===== src/rtl/alu_ctrl_fsm.sv =====
// Byte-serial ALU controller: accepts operand A (with opcode) then operand B,
// computes add/sub/mul in one cycle and holds the result until downstream takes it.
module alu_ctrl_fsm #(
  parameter int DATA_W = 8
) (
  input  logic              clk,
  input  logic              rst,
  input  logic              in_valid,
  input  logic [DATA_W-1:0] in_data,
  input  logic [1:0]        in_op,
  output logic              in_ready,
  output logic              out_valid,
  input  logic              out_ready,
  output logic [DATA_W-1:0] out_result,
  output logic              out_flag,
  output logic              out_zero,
  output logic              out_err,
  output logic [7:0]        op_count,
  output logic [1:0]        fsm_state
);

  // Handshakes: a byte moves when in_valid & in_ready are both high at a rising
  // edge; a result moves when out_valid & out_ready are both high at a rising edge.

  typedef enum logic [1:0] {
    S_A    = 2'd0,
    S_B    = 2'd1,
    S_EXEC = 2'd2,
    S_OUT  = 2'd3
  } state_t;

  localparam logic [1:0] OP_ADD = 2'b00;
  localparam logic [1:0] OP_SUB = 2'b01;
  localparam logic [1:0] OP_MUL = 2'b10;

  state_t state, state_next;

  logic [DATA_W-1:0]   op_a;
  logic [DATA_W-1:0]   op_b;
  logic [1:0]          op_reg;
  logic [DATA_W:0]     sum;
  logic [2*DATA_W-1:0] prod;
  logic [DATA_W-1:0]   calc_result;
  logic                calc_flag;
  logic                calc_err;
  logic                in_fire;
  logic                out_fire;

  assign in_ready  = (state == S_A) || (state == S_B);
  assign out_valid = (state == S_OUT);
  assign in_fire   = in_valid && in_ready;
  assign out_fire  = out_valid && out_ready;
  assign fsm_state = state;

  assign sum  = {1'b0, op_a} + {1'b0, op_b};
  assign prod = {{DATA_W{1'b0}}, op_a} * {{DATA_W{1'b0}}, op_b};

  always_comb begin
    calc_result = '0;
    calc_flag   = 1'b0;
    calc_err    = 1'b0;
    case (op_reg)
      OP_ADD: begin
        calc_result = sum[DATA_W-1:0];
        calc_flag   = sum[DATA_W];
      end
      OP_SUB: begin
        calc_result = op_a - op_b;
        calc_flag   = (op_a < op_b);
      end
      OP_MUL: begin
        calc_result = prod[DATA_W-1:0];
        calc_flag   = |prod[2*DATA_W-1:DATA_W];
      end
      default: calc_err = 1'b1;
    endcase
  end

  always_comb begin
    state_next = state;
    case (state)
      S_A:     if (in_fire) state_next = S_B;
      S_B:     if (in_fire) state_next = S_EXEC;
      S_EXEC:  state_next = S_OUT;
      S_OUT:   if (out_ready) state_next = S_A;
      default: state_next = S_A;
    endcase
  end

  always_ff @(posedge clk) begin
    if (rst) begin
      state <= S_A;
    end else begin
      state <= state_next;
    end
  end

  always_ff @(posedge clk) begin
    if (rst) begin
      op_a   <= '0;
      op_b   <= '0;
      op_reg <= '0;
    end else if (in_fire) begin
      if (state == S_A) begin
        op_a   <= in_data;
        op_reg <= in_op;
      end else begin
        op_b   <= in_data;
      end
    end
  end

  // Result registers only change in S_EXEC so they stay visible after consumption.
  always_ff @(posedge clk) begin
    if (rst) begin
      out_result <= '0;
      out_flag   <= 1'b0;
      out_zero   <= 1'b1;
      out_err    <= 1'b0;
    end else if (state == S_EXEC) begin
      out_result <= calc_result;
      out_flag   <= calc_flag;
      out_zero   <= (calc_result == '0);
      out_err    <= calc_err;
    end
  end

  always_ff @(posedge clk) begin
    if (rst) begin
      op_count <= '0;
    end else if (out_fire) begin
      op_count <= op_count + 8'd1;
    end
  end

endmodule


===== config.mk =====
export PLATFORM = sky130hd
export DESIGN_NAME = alu_ctrl_fsm
export DESIGN_NICKNAME = d
export VERILOG_FILES = /design/src/rtl/alu_ctrl_fsm.sv
export SDC_FILE = /design/constraint.sdc
export NUM_CORES = 1
export LEC_CHECK = 0
export ABC_AREA = 1
export ABC_CLOCK_PERIOD_IN_PS = 6900
export BUFFER_PORTS_ARGS = -buffer_cell sky130_fd_sc_hd__buf_2
export CORE_ASPECT_RATIO = 1.4
export CORE_MARGIN = 8
export CORE_UTILIZATION = 67
export CTS_CLUSTER_SIZE = 28
export DETAILED_ROUTE_END_ITERATION = 6
export GPL_ROUTABILITY_DRIVEN = 0
export PLACE_DENSITY = 0.87
export SLEW_MARGIN = 20
export SYNTH_ARGS = -nofsm -noshare
export SYNTH_HDL_FRONTEND = slang
export SYNTH_SLANG_ARGS = --single-unit

===== constraint.sdc =====
create_clock -name clk -period 6.9 [get_ports clk]
set_input_delay 0.345 -clock clk [delete_from_list [all_inputs] [get_ports clk]]
set_output_delay 0.345 -clock clk [all_outputs]
set_load 0.02 [all_outputs]

======== After elaboration in Yosys (flattened, before gate mapping) ========
Cells that the tools add are included.
operators by class
  multiplexer cells ....................... 7
  reduce and logical (&&, ||, !) cells .... 11
  magnitude comparators ................... 1
  add/sub/neg operators ................... 3
  bitwise operators ....................... 1
  multiply operators ...................... 1
  equality and inequality tests ........... 8
operators by type and width
  cell                   number
  $pmux W8 S3            1
  $mul A8 B8 Y16         1
  $add A8 B8 Y9          1
  $add A8 B1 Y8 const B  1
  $logic_not A8 Y1       1
  $lt A8 B8 Y1           1
  $pmux W2 S4            1
  $reduce_or A8 Y1       1
  $sub A8 B8 Y8          1
  $eq A2 B2 Y1 const B   3
  $mux W2                3
  $eq A2 B1 Y1 const B   2
  $logic_not A2 Y1       2
  $ne A2 B2 Y1 const B   2
  $reduce_and A2 Y1      2
  $pmux W1 S3            1
  $reduce_and A3 Y1      1
  $reduce_or A3 Y1       1
  $logic_and A1 B1 Y1    2
  $ne A2 B1 Y1 const B   1
  $logic_or A1 B1 Y1     1
  $mux W1                1
  $not A1 Y1             1
word-level totals
  word-level logic and storage cells ...... 41
  bits of input ports ..................... 14
  output and inout bits ................... 23
  register bits ........................... 39

======== Longest topological paths before layout ========
Gate-level depths: netlist of the first run.
  depth in word-level cells ............... 5
  depth in mapped cells ................... 25
  mapped depth without buffers ............ 25

======== Least setup slack after synthesis of the first run ========
No wires, ideal clock.
  path type ............................... register to register
  start point ............................. register op_a[1]
  end point ............................... register out_flag
  library setup time ...................... 0.132 ns
  buffers on the path ..................... 1
  setup slack ............................. 2.756 ns
  clock period less this slack ............ 4.144 ns
  cell stages (with the launch flop) ...... 23
  data arrival time ....................... 4.012 ns
  required time ........................... 6.768 ns
  cell sequence ........................... dfxtp_1 > clkbuf_1 > nand2_1 > fa_1 > fa_1 > fa_1 > fa_1 > inv_1 > ha_1 > nand2_1 > inv_1 > nand2_1 > nand2_1 > nand2_1 > nand3_1 > nand2_1 > nand2_1 > nor2_1 > nand3_1 > nand2_1 > nand2_1 > nand2_1 > a21oi_1
between the ends
  longest elaborated chain between the ends .. 3
  elaborated cells on any way between the ends .. 5
  those cells by class .................... 1 x add/sub; 1 x mul; 1 x order compare; 1 x mux; 1 x reduce/logical
ends and longest elaborated chain
  item                    line  text
  start, declared         38    logic [DATA_W-1:0] op_a;
  start signal, assigned  105   op_a <= in_data;
  $mul A8 B8 Y16          56    assign prod = {{DATA_W{1'b0}}, op_a} * {{DATA_W{1'b0}}, op_b};
  $reduce_or A8 Y1        73    calc_flag = |prod[2*DATA_W-1:DATA_W];
  $pmux W1 S3 (*)         62    case (op_reg)
  end signal, assigned    122   out_flag <= calc_flag;
  end, declared           15    output logic out_flag,
Mark *: on every way between the ends. The rest lies on a longest branch, timed or not.
A chain may end at the register's enable or synchronous reset.

======== Worst setup path in the final report of the first run ========
Same ends and word-level chain as after synthesis.

==> impl_metrics.tcl, run 1 <==
set metrics [dict create \
    dp_hpwl_mm 9.527 \
    yosysUniqueCellTypes 38 \
    powerDensity_nw_per_um2 234.8 \
    syn-num-nets 815 \
    netlist_instances 706 \
    synth_flop_cell "dfxtp_1" \
    fmax_mhz 218.0 \
    cts_htree_levels 2 \
    status "finished with violations" \
    critPathCaptureType "flop" \
    hold_buffers 0 \
    drt-vias-per-instance 5.595 \
    core_area_um2 6892 \
    max-vdd-ir-drop_mv 0.3270 \
    required_ps 7080 \
    cts_tree "yes" \
    detail-route-antenna-nets 0 \
    critPathArrivalTime_ps 4770 \
    worst_setup_path_start_kind "flop" \
    power_mw 1.172 \
    maxCapViolations 0 \
    io_buffers 36 \
    grt_pass1_wl_mm 20.52 \
    dr.pass1.iters 7 \
    cts-root-buf "clkbuf_8" \
    post_dp_cell_area_um2 4903 \
    die_w_um 86.80 \
    p_sw_frac 0.5158 \
    syn_area_um2 4702 \
    grt_usage 0.2583 \
    wirelength_mm 12.10 \
    n_antenna_cell 0 \
    grt_pass1_vias 4696 \
    fin_crit_ps 4588 \
    post_cts_resized 0 \
    start_util 0.6823 \
    multi_input_area_um2 3208 \
    violations "design-rule violations" \
    crit_start "op_a[1]" \
    final_max_slew_viol_count 0 \
    p_comb_frac 0.548 \
    synth_seq_cells 39 \
    cp_max_fo 12 \
    hp-class "in2reg" \
    gr-total-overflow 0 \
    hold_viol 0 \
    yosys_warnings 0 \
    synth_area_leaders "dfxtp_1, fa_1, nand2_1, ha_1, inv_1" \
    worstMarginPinSlew_ps 666.1 \
    setup_ws_ps 2312 \
    syn2layout_area_growth_pct 6.147 \
    seq_area_um2 780.7 \
    synth_top_area_share 0.1660 \
    design_area_um2 4991 \
    antenna_found_initial 0 \
    cts_setup_buffers 0 \
    dr_total_vias 4588 \
    clock-sinks 39 \
    final_net_count 834 \
    worst_skew_pair.late_latency_ps 300 \
    path_class "reg2reg" \
    grt_start_max_net_pins 26 \
    ios 37 \
    maxSlewHeadroom 0.5555 \
    intPower_mw 0.5675 \
    die_area_um2 9992 \
    ys_seq_area_frac 0.1660 \
    n_fill_cell 582 \
    setup_tns_ps 0 \
    async_reset_ff_frac 0 \
    setup_viol 0 \
    period_share 0.6649 \
    yosysTopAreaCell "dfxtp_1" \
    total_leakage_power_nw 2.904 \
    hp-start "in_data[6]" \
    r2r-start "op_a[1]" \
    fp.dieH_um 115.1 \
    drive_gt1_frac 0.07862 \
    post-place-ws_ps 2369 \
    rsz0062_at_grt "no" \
    synth.avg_cell_area_um2 6.660 \
    seq_power_share 0.316 \
    drc 8 \
    synth.most_common_cell "nand2_1" \
    synth_edf_count 0 \
    clock_skew_ps 4.335 \
    drtIter0Drc 286 \
    wire_per_inst_um 14.75 \
    clkPwrFrac 0.136 \
    synth.top_cells.by_count "nand2_1, inv_1, ha_1, a21oi_1, nor2_1" \
    path_clk_slew_ps 70 \
    num_rows 36 \
    power.switching_mw 0.6045 \
    cts_buffers 5 \
    cts_buffer_depth 2 \
]
==> power by group through the flow <==
stage | combinational, mW | sequential (mW) | clock [mW]
after detailed placement | 0.618 | 0.372 | 0
final | 0.642 | 0.370 | 0.160
after CTS | 0.624 | 0.367 | 0.160
after floorplan | 0.460 | 0.355 | 0
after global routing | 0.708 | 0.378 | 0.169
after global placement | 0.597 | 0.368 | 0
==> layer usage <==
metal / GRT usage / part of all wire
met5: 0 / 0
met2: 0.4875 / 0.53
met3: 0.04506 / 0.056
met4: 0.1626 / 0.054
met1: 0.2501 / 0.36
==> placed cells by master, fill, tap and decap left out, drive strengths merged, types with 4 or more instances in the layout <==
cell type and n:
a21oi 44, buf 36, clkbuf 6, dfxtp 39, fa 38, ha 57, inv 164, nand2 192
nand3 35, nand4 6, nor2 45, nor3 5, o211ai 4, o21ai 32
==> layout make-up <==
cell class              count  share of cell area
clock inverters             1            0.001003
clock buffers               6             0.01655
repair buffers             36             0.03610
well taps                  95             0.02382
multi-input cells         479              0.6428
inverters                 164              0.1233
flip-flops and latches     39              0.1564
==> worst paths after layout <==
| kind | end | slack (ps) | cells after the start |
|---|---|---|---|
| min reg2reg | op_count[6] | 460 | 1 |
| max reg2reg | out_flag | 2310 | 21 |
| min | op_a[6] | 300 | 3 |
| max | out_flag | 2310 | 21 |
==> kinds of logic after synthesis <==
| group | synth area share |
|---|---|
| adder cells (fa/ha/maj) | 0.3135 |
| buffers and inverters | 0.1517 |
| flip-flops | 0.1660 |
| AND/OR/NAND/NOR | 0.2549 |
| AO/OA/AOI/OAI | 0.1083 |
| XOR/XNOR | 0.005589 |
==> critical path, cell delays in order, from the launching register on <==
cell     delay (ps)
dfxtp_1         710
nand2_1         170
fa_1            530
fa_1            530
fa_1            520
fa_1            550
inv_1            40
ha_1            360
nand2_1         130
inv_1            60
nand2_1          60
nand2_1          40
nand2_1          90
nand3_1          70
nand2_1          70
nand2_1          50
nor2_1          110
nand3_1         120
nand2_1          70
nand2_1          40
nand2_1          50
a21oi_1          60
==> metrics by stage <==
stage	hold slack [ps]	util	std cells
4_1_cts	294.2	0.7242	820
2_1_floorplan	421.1	-	706
3_5_place_dp	452.5	0.7115	813
3_3_place_gp	441.1	0.7115	813
5_1_grt	310.8	0.7242	820
6_report	296.4	0.7242	820
Note: power is estimated with default switching activity, not from simulation.
==> run 2, diff against run 1 <==
ABC_CLOCK_PERIOD_IN_PS = 4650   (was 6900)
CORE_UTILIZATION = 62   (was 67)
PLACE_DENSITY = 0.81   (was 0.87)
clock period = 4.65 ns   (was 6.9 ns; I/O delays follow)
==> run 2 against run 1 <==
Against the previous run: clock skew is 11 ps higher; total power rose by 45%; register-to-register slack got worse by 2000 ps; fmax is 5.8% higher; count of clock-buffer cells in the layout up 1; combinational power increased by 48%; the run now ends clean; die area is 6.7% higher; clock power increased by 41%.
==> impl_metrics.tcl, run 2 (same netlist as run 1, synthesis figures left out) <==
set metrics [dict create \
    setup_viol 0 \
    final_max_slew_viol_count 0 \
    fin_crit_ps 4335 \
    cp_common_cell "nand2_1" \
    critPathArrivalTime_ps 4520 \
    n_fill_cell 630 \
    dr_total_vias 4422 \
    num_rows 37 \
    max-vdd-ir-drop_mv 0.4879 \
    path_clk_slew_ps 80 \
    grt_pass1_vias 4321 \
    cp_max_fo 7 \
    setup_tns_ps 0 \
    grt_pass1_wl_mm 19.16 \
    antenna_found_initial 0 \
    fin_util 0.6838 \
    fmax_mhz 230.7 \
    syn2layout_area_growth_pct 7.052 \
    clock-sinks 39 \
    met1_length_mm 4.383 \
    total_leakage_power_nw 2.925 \
    critPathCaptureType "flop" \
    slowest_delay_ps 540 \
    clock_skew_ps 15.08 \
    required_ps 4840 \
    grt_usage 0.2233 \
    final_net_count 839 \
    core_area_um2 7361 \
    period_share 0.9323 \
    power_mw 1.704 \
    io_buffers 36 \
    final_common_cell "nand2_1" \
    drc 0 \
    crit_buf_inv 3 \
    power.switching_mw 0.8627 \
    maxSlewHeadroom 0.5498 \
    n_antenna_cell 0 \
    hold_viol 0 \
    die_area_um2 10670 \
    drive_gt1_frac 0.09166 \
    cts-root-buf "clkbuf_8" \
    seq_power_share 0.311 \
    ios 37 \
    worst_skew_pair.late_latency_ps 310 \
    start_util 0.6388 \
    powerDensity_nw_per_um2 338.6 \
    intPower_mw 0.8417 \
    dp_hpwl_mm 9.272 \
    cts_buffers 5 \
    rsz0062_at_grt "no" \
    wire_per_inst_um 13.63 \
    cp_slowest_cell "fa_1" \
    path_class "reg2reg" \
    p_sw_frac 0.5062 \
    detail-route-antenna-nets 0 \
    p_comb_frac 0.556 \
    dr.pass1.iters 5 \
    die_w_um 89.60 \
    wirelength_mm 11.28 \
    crit_family "adder cells" \
    cts_htree_levels 2 \
    worst_setup_path_start_kind "flop" \
    hold_slack_ps 182.3 \
    final_cell_mix "nand2_1, inv_1, ha_1, a21oi_1, nor2_1" \
    drt-vias-per-instance 5.341 \
    fp.dieH_um 119.0 \
    hp-class "in2reg" \
    maxCapViolations 0 \
    status "finished, final reports clean" \
    path_cells "buf_4 -> nand2_1 -> fa_1 -> fa_1 -> fa_1 -> fa_1 -> inv_1 -> ha_1 -> nand2_1 -> inv_1 -> nand2_1 -> nand2_1 -> nand2_1 -> nand3_1 -> nand2_1 -> nand2_1 -> nor2_1 -> nand3_1 -> nand2_1 -> nand2_1 -> nand2_1 -> a21oi_1" \
    highest_layer "met4" \
    worstMarginPinSlew_ps 673.4 \
    gr-total-overflow 0 \
    clkPwrFrac 0.133 \
    cts_buffer_depth 2 \
    met3_length_um 670 \
    route.met2.wl_mm 5.837 \
    drtIter0Drc 274 \
    hold_buffers 0 \
    cts_tree "yes" \
    grt_start_max_net_pins 26 \
]
==> run 2: cell types whose count changed in the layout (fill, tap and decap cells not counted), sizes merged <==
cell    delta
buf        +5
clkbuf     +1
==> run 2: layer usage <==
layer	vias up	GRT usage
li1	2208	-
met1	2027	0.2504
met2	150	0.3915
met3	37	0.03785
met4	0	0.1024
met5	-	0
==> run 2: cell type report <==
class                   instances  area (µm²)  share of cell area
repair buffers                 41       217.7             0.04325
well taps                      97       121.4             0.02411
multi-input cells             479        3211              0.6378
clock inverters                 1       5.005           0.0009943
flip-flops and latches         39       787.0              0.1564
clock buffers                   7       76.32             0.01516
inverters                     164       615.6              0.1223
==> run 2: path summary, 6_finish.rpt <==
| path | startpoint | slack (ps) | endpoint | cells after the start |
|---|---|---|---|---|
| setup / recovery | op_a[4] | 310 | out_flag | 22 |
| hold / removal | in_data[7] | 180 | op_a[7] | 3 |
| setup reg to reg | op_a[4] | 310 | out_flag | 22 |
| hold reg to reg | op_count[5] | 470 | op_count[6] | 1 |
==> run 2: stage by stage <==
| step | cell area [µm²] | instances | setup WS (ps) |
|---|---|---|---|
| after floorplan | 4702 | 706 | 505.7 |
| after global placement | 4943 | 820 | 274.4 |
| after detailed placement | 4943 | 820 | 235.9 |
| after CTS | 5025 | 828 | 244.0 |
| after global routing | 5034 | 828 | 14.58 |
| final | 5034 | 828 | 314.7 |
==> run 2: tightest hold or removal path, cell delays in order <==
cell     delay [ps]
buf_2           100
nand2_1          60
a21oi_1          60
==> run 2: what timing repair did <==
| action | 4_1_cts | 5_1_grt |
|---|---|---|
| setup buffers | 0 | 0 |
| gates resized for setup | 0 | 6 |
| endpoints found under the setup margin | 0 | 1 |
==> run 2: power groups by stage <==
stage	clock network (mW)	logic [mW]	registers, mW
3_3_place_gp	0	0.913	0.527
3_5_place_dp	0	0.929	0.534
5_1_grt	0.238	1.06	0.544
4_1_cts	0.227	0.943	0.527
6_report	0.226	0.948	0.530
2_1_floorplan	0	0.682	0.526
